<file path="config.mk">
export PLATFORM = sky130hd
export DESIGN_NAME = fifo_rd_stream
export DESIGN_NICKNAME = d
export VERILOG_FILES = /design/src/rtl/fifo_rd_stream_pkg.sv /design/src/rtl/fifo_rd_skid.sv /design/src/rtl/fifo_rd_stream.sv
export SDC_FILE = /design/constraint.sdc
export NUM_CORES = 1
export LEC_CHECK = 0
export ABC_CLOCK_PERIOD_IN_PS = 2200
export CORE_MARGIN = 1
export CORE_UTILIZATION = 46
export CTS_CLUSTER_DIAMETER = 50
export DETAILED_ROUTE_END_ITERATION = 10
export GPL_ROUTABILITY_DRIVEN = 0
export HOLD_SLACK_MARGIN = 0.05
export PLACE_DENSITY_LB_ADDON = 0.08
export RECOVER_POWER = 100
export SLEW_MARGIN = 25
export SYNTH_ARGS = -nofsm -noshare
export SYNTH_HDL_FRONTEND = slang
export SYNTH_SLANG_ARGS = --single-unit
</file>
<file path="constraint.sdc">
create_clock -name rd_clk -period 2.2 [get_ports rd_clk]
set_input_delay 0.22 -clock rd_clk [delete_from_list [all_inputs] [get_ports rd_clk]]
set_output_delay 0.22 -clock rd_clk [all_outputs]
set_load 0.01 [all_outputs]
</file>
<file path="src/rtl/fifo_rd_stream_pkg.sv">
// Shared constants and buffer occupancy encoding for the FIFO read-side streaming adapter.
package fifo_rd_stream_pkg;

    localparam int DATA_WIDTH = 4;
    localparam int ADDR_WIDTH = 1;
    localparam int DATA_DEPTH = 2;

    typedef enum logic [1:0] {
        EMPTY = 2'd0,
        ONE   = 2'd1,
        TWO   = 2'd2
    } occ_e;

endpackage

</file>
<file path="src/rtl/fifo_rd_skid.sv">
// Two-entry in-order buffer between the registered FIFO read data and the valid/ready output.
module fifo_rd_skid
    import fifo_rd_stream_pkg::*;
#(
    parameter int DATA_WIDTH = fifo_rd_stream_pkg::DATA_WIDTH
) (
    input  logic                  clk,
    input  logic                  rst_n,
    input  logic                  push_en,
    input  logic [DATA_WIDTH-1:0] push_data,
    input  logic                  out_ready,
    output logic                  out_valid,
    output logic [DATA_WIDTH-1:0] out_data,
    output logic                  pop,
    output occ_e                  occ
);

    occ_e                  occ_q, occ_d;
    logic [ADDR_WIDTH-1:0] head_q, head_d;
    logic [ADDR_WIDTH-1:0] tail_q, tail_d;
    logic [DATA_WIDTH-1:0] mem_q [DATA_DEPTH];
    logic [DATA_WIDTH-1:0] mem_d [DATA_DEPTH];

    assign out_valid = (occ_q != EMPTY);
    assign out_data  = mem_q[head_q];
    assign pop       = out_valid && out_ready;
    assign occ       = occ_q;

    always_comb begin
        occ_d  = occ_q;
        head_d = head_q;
        tail_d = tail_q;
        mem_d  = mem_q;
        if (push_en) begin
            mem_d[tail_q] = push_data;
            tail_d        = tail_q + 1'b1;
        end
        if (pop) begin
            head_d = head_q + 1'b1;
        end
        // Simultaneous push and pop leaves occupancy unchanged.
        case ({push_en, pop})
            2'b10:   occ_d = (occ_q == EMPTY) ? ONE : TWO;
            2'b01:   occ_d = (occ_q == TWO) ? ONE : EMPTY;
            default: occ_d = occ_q;
        endcase
    end

    always_ff @(posedge clk or negedge rst_n) begin
        if (!rst_n) begin
            occ_q  <= EMPTY;
            head_q <= '0;
            tail_q <= '0;
            for (int i = 0; i < DATA_DEPTH; i++) begin
                mem_q[i] <= '0;
            end
        end else begin
            occ_q  <= occ_d;
            head_q <= head_d;
            tail_q <= tail_d;
            mem_q  <= mem_d;
        end
    end

endmodule

</file>
<file path="src/rtl/fifo_rd_stream.sv">
// Drains a FIFO read port into a valid/ready stream; optional delivered-word
// counter rd_cnt is built only when FIFO_RD_CNT_EN is defined.
module fifo_rd_stream
    import fifo_rd_stream_pkg::*;
#(
    parameter int DATA_WIDTH = fifo_rd_stream_pkg::DATA_WIDTH
) (
    input  logic                  rd_clk,
    input  logic                  rd_rstn,
    input  logic                  fifo_empty,
    input  logic [DATA_WIDTH-1:0] fifo_rd_data,
    output logic                  fifo_rd_en,
    output logic                  m_valid,
    input  logic                  m_ready,
    output logic [DATA_WIDTH-1:0] m_data,
    output logic                  busy
`ifdef FIFO_RD_CNT_EN
    ,
    output logic [7:0]            rd_cnt
`endif
);

    logic       in_flight_q, in_flight_d;
    logic       pop;
    occ_e       occ;
    logic [2:0] level;

    fifo_rd_skid #(
        .DATA_WIDTH(DATA_WIDTH)
    ) u_skid (
        .clk      (rd_clk),
        .rst_n    (rd_rstn),
        .push_en  (in_flight_q),
        .push_data(fifo_rd_data),
        .out_ready(m_ready),
        .out_valid(m_valid),
        .out_data (m_data),
        .pop      (pop),
        .occ      (occ)
    );

    // Words held or arriving after this edge; a new read is issued only if a slot stays free.
    assign level = {1'b0, occ} + {2'b00, in_flight_q} - {2'b00, pop};

    always_comb begin
        fifo_rd_en  = rd_rstn && !fifo_empty && (level < 3'd2);
        in_flight_d = fifo_rd_en;
    end

    assign busy = (occ != EMPTY) || in_flight_q;

    always_ff @(posedge rd_clk or negedge rd_rstn) begin
        if (!rd_rstn) begin
            in_flight_q <= 1'b0;
        end else begin
            in_flight_q <= in_flight_d;
        end
    end

`ifdef FIFO_RD_CNT_EN
    logic [7:0] rd_cnt_q, rd_cnt_d;

    always_comb begin
        rd_cnt_d = rd_cnt_q + {7'd0, pop};
    end

    always_ff @(posedge rd_clk or negedge rd_rstn) begin
        if (!rd_rstn) begin
            rd_cnt_q <= 8'd0;
        end else begin
            rd_cnt_q <= rd_cnt_d;
        end
    end

    assign rd_cnt = rd_cnt_q;
`endif

endmodule

</file>
==> impl_metrics.yaml <==
setup_path:
  reg2reg_from: "u_skid.occ[0]$_DFFE_PN0P_"
  critical_path_peak_fanout: 2
  startpoint_type: "flop"
  cpPeakStageDelay_ps: 480
  cp_cell_sequence: "inv_2, nor3_2, o21ai_1, fa_1, nand2_1, nor3_2, buf_2"
  crit_type: "reg2out"
  timing.critical_path.from: "u_skid.occ[1]$_DFFE_PN0P_"
  cp.arrival_ps: 1900
  slowest_stage: "fa_1"
  critPathBufInv: 2
  crit_family: "adder cells"
  cp.required_ps: 1980
  end_kind: "output port"
  cpMostUsedCell: "nor3_2"
placed_design:
  place_hpwl_um: 852.9
  io_buffer_count: 14
  detailed_place.area_um2: 843.3
  place_inst: 85
  pre_cts_ws_ps: -550.4
pwr:
  p_per_area_mw_per_mm2: 1289
  clkPwrFrac_pct: 12.6
  power_frac_comb_pct: 49.1
  swShare_pct: 31.54
  ir_drop_uv: 890.4
  sequentialPowerShare_pct: 38.3
  p_switching_w: 0.0003530
  leakagePower_nw: 0.3974
  intPower_w: 0.0007662
worst_hold_path:
  min-delay-start: "u_skid.tail_q$_DFFE_PN0P_"
  hp-class: "reg2reg"
timing:
  post-route-period-util_pct: 96.16
  worst_slew_pin_slew_ps: 653.6
  min_period_ps: 2116
  tns_ps: 0
  skew_ps: 4.653
  setup_ws_ps: 84.38
  setup_violations: 0
  slew_headroom_pct: 56.43
  slew_viol_final: 0
  hold_viol: 0
  max_freq_ghz: 0.4727
synthesis:
  syn_nets: 58
  synthArstFlopShare_pct: 100.0
  synth_cells: 49
  avgSynthCellArea_um2: 12.72
  synth-edff-count: 0
  ys_warn_count: 0
  yosysUniqueCellTypes: 18
  synth_common_cells: "dfrtp_1, mux2_2, nand2_1, xor2_1"
  synth_area_leader_cell: "dfrtp_1"
  synth_seq_cells: 13
  synthTopCellsByArea: "dfrtp_1, mux2_2, xor2_1"
  synth_ff_type: "dfrtp_1"
  syn-cell-area_um2: 623.1
  synth_top_area_share_pct: 52.21
  yosysSeqAreaShare_pct: 52.21
  yosysMostFrequentCell: "dfrtp_1"
routing:
  drtIter0Drc: 12
  dr.pass1.iters: 3
  vias: 452
  ant_nets: 0
  wire_per_inst_um: 12.80
  vias_per_cell: 5.022
  drc: 0
  totalWireLength_mm: 1.152
final_layout:
  n_antenna_cell: 0
  fin_cells: 90
  finalInstanceArea_um2: 868.3
  final_nets: 86
  syn2layout_area_growth_pct: 39.36
  drive_gt1_share_pct: 39.47
global_route:
  grtUsageTotal_pct: 18.38
  antenna_found_initial: 0
  grt_pass1_vias: 433
  grt_max_degree: 14
  grt_pass1_wl_mm: 1.787
  grt_overflow: 0
floorplan:
  coreArea_mm2: 0.001186
  dieArea_mm2: 0.001506
  die_w_um: 38.81
  die_height_um: 38.81
  rows: 12
  design.portCount: 15
  start_util_pct: 52.53
job:
  cap_violations: 0
outcome:
  status: "completed"
clocking:
  clkLatencyLatePin_ps: 270
  root_buffer: "clkbuf_4"
  cts_made_buffers: 3
  cts_sinks: 13
  cts_hold_buf: 0
  cts_tree: "done"
  clockBufferDepth: 2
  clkTransAtPathRegs_ps: 70
  htree_levels: 1
[cell usage in the layout (no fill, tap or decap), drive strengths merged]
master and instances:
a21oi 1, a22oi 1, and2b 2, buf 9, clkbuf 6, clkdlybuf4s50 6
dfrtp 13, dlygate4sd2 1, dlygate4sd3 6, fa 1, inv 2, mux2 12
nand2 4, nand3 1, nor3 2, o21ai 2, or2 1, or3 2
xnor2 1, xor2 3
[power groups by stage]
stage | clock (W) | combinational (W) | sequential [W]
floorplan | 0 | 0.000324 | 0.000420
global placement | 0 | 0.000580 | 0.000425
detailed placement | 0 | 0.000589 | 0.000432
global route | 0.000159 | 0.000600 | 0.000443
finish | 0.000142 | 0.000549 | 0.000428
CTS | 0.000147 | 0.000594 | 0.000430
[through the flow]
step / total power [W] / hold slack [ps] / utilization (%)
floorplan: 0.0007435 / -75.59 / -
global placement: 0.001004 / 471.0 / 71.10
detailed placement: 0.001020 / 489.9 / 71.10
CTS: 0.001172 / 278.9 / 74.16
global route: 0.001201 / 519.4 / 73.21
finish: 0.001119 / 497.0 / 73.21
[flip-flops by register name, indices dropped and copies added (netlist names)]
| signal | count |
|---|---|
| u_skid.head_q | 1 |
| u_skid.mem_q | 8 |
| in_flight_q | 1 |
| u_skid.tail_q | 1 |
| u_skid.occ | 2 |
[worst paths after layout]
check | slack, ps | cells after the start | endpoint
min in group asynchronous | 510 | 2 | in_flight_q$_DFF_PN0_
worst max register to register | 440 | 8 | in_flight_q$_DFF_PN0_
worst max-delay path | 80 | 7 | fifo_rd_en
worst min register to register | 500 | 1 | u_skid.tail_q$_DFFE_PN0P_
worst min-delay path | 500 | 1 | u_skid.tail_q$_DFFE_PN0P_
max in group asynchronous | 1260 | 2 | u_skid.mem_q[3]$_DFFE_PN0P_
[layer usage]
layer,up-vias,routed length [µm],global-route usage (%)
li1,227,-,-
met1,212,559,23.97
met2,11,517,27.08
met3,2,67,8.671
met4,0,8,5.172
met5,-,0,0
[cell type report]
cell class                 instances  area (µm²)
tap                               14       17.52
fill                              93       317.8
inverter                           2       10.01
clock buffer                       4       26.28
multi-input combinational         33       287.8
sequential                        13       325.3
timing repair buffer              24       201.4
[cells by family (layout without fill, tap and decap cells)]
| family | after synthesis | after routing | synth area share [%] |
|---|---|---|---|
| compound gates | 4 | 4 | 4.417 |
| xor+xnor | 4 | 4 | 5.624 |
| fa+ha+maj | 1 | 1 | 3.213 |
| buf+inv | 3 | 30 | 2.409 |
| flops | 13 | 13 | 52.21 |
| mux | 12 | 12 | 21.69 |
| simple gates | 12 | 12 | 10.44 |
[what timing repair did]
| action | 4_1_cts | 5_1_grt |
|---|---|---|
| setup endpoints to repair | 1 | 1 |
| pin swaps | 2 | 1 |
| setup buffers | 0 | 1 |
| gates resized for setup | 7 | 1 |
(Power assumes the default switching activity.)
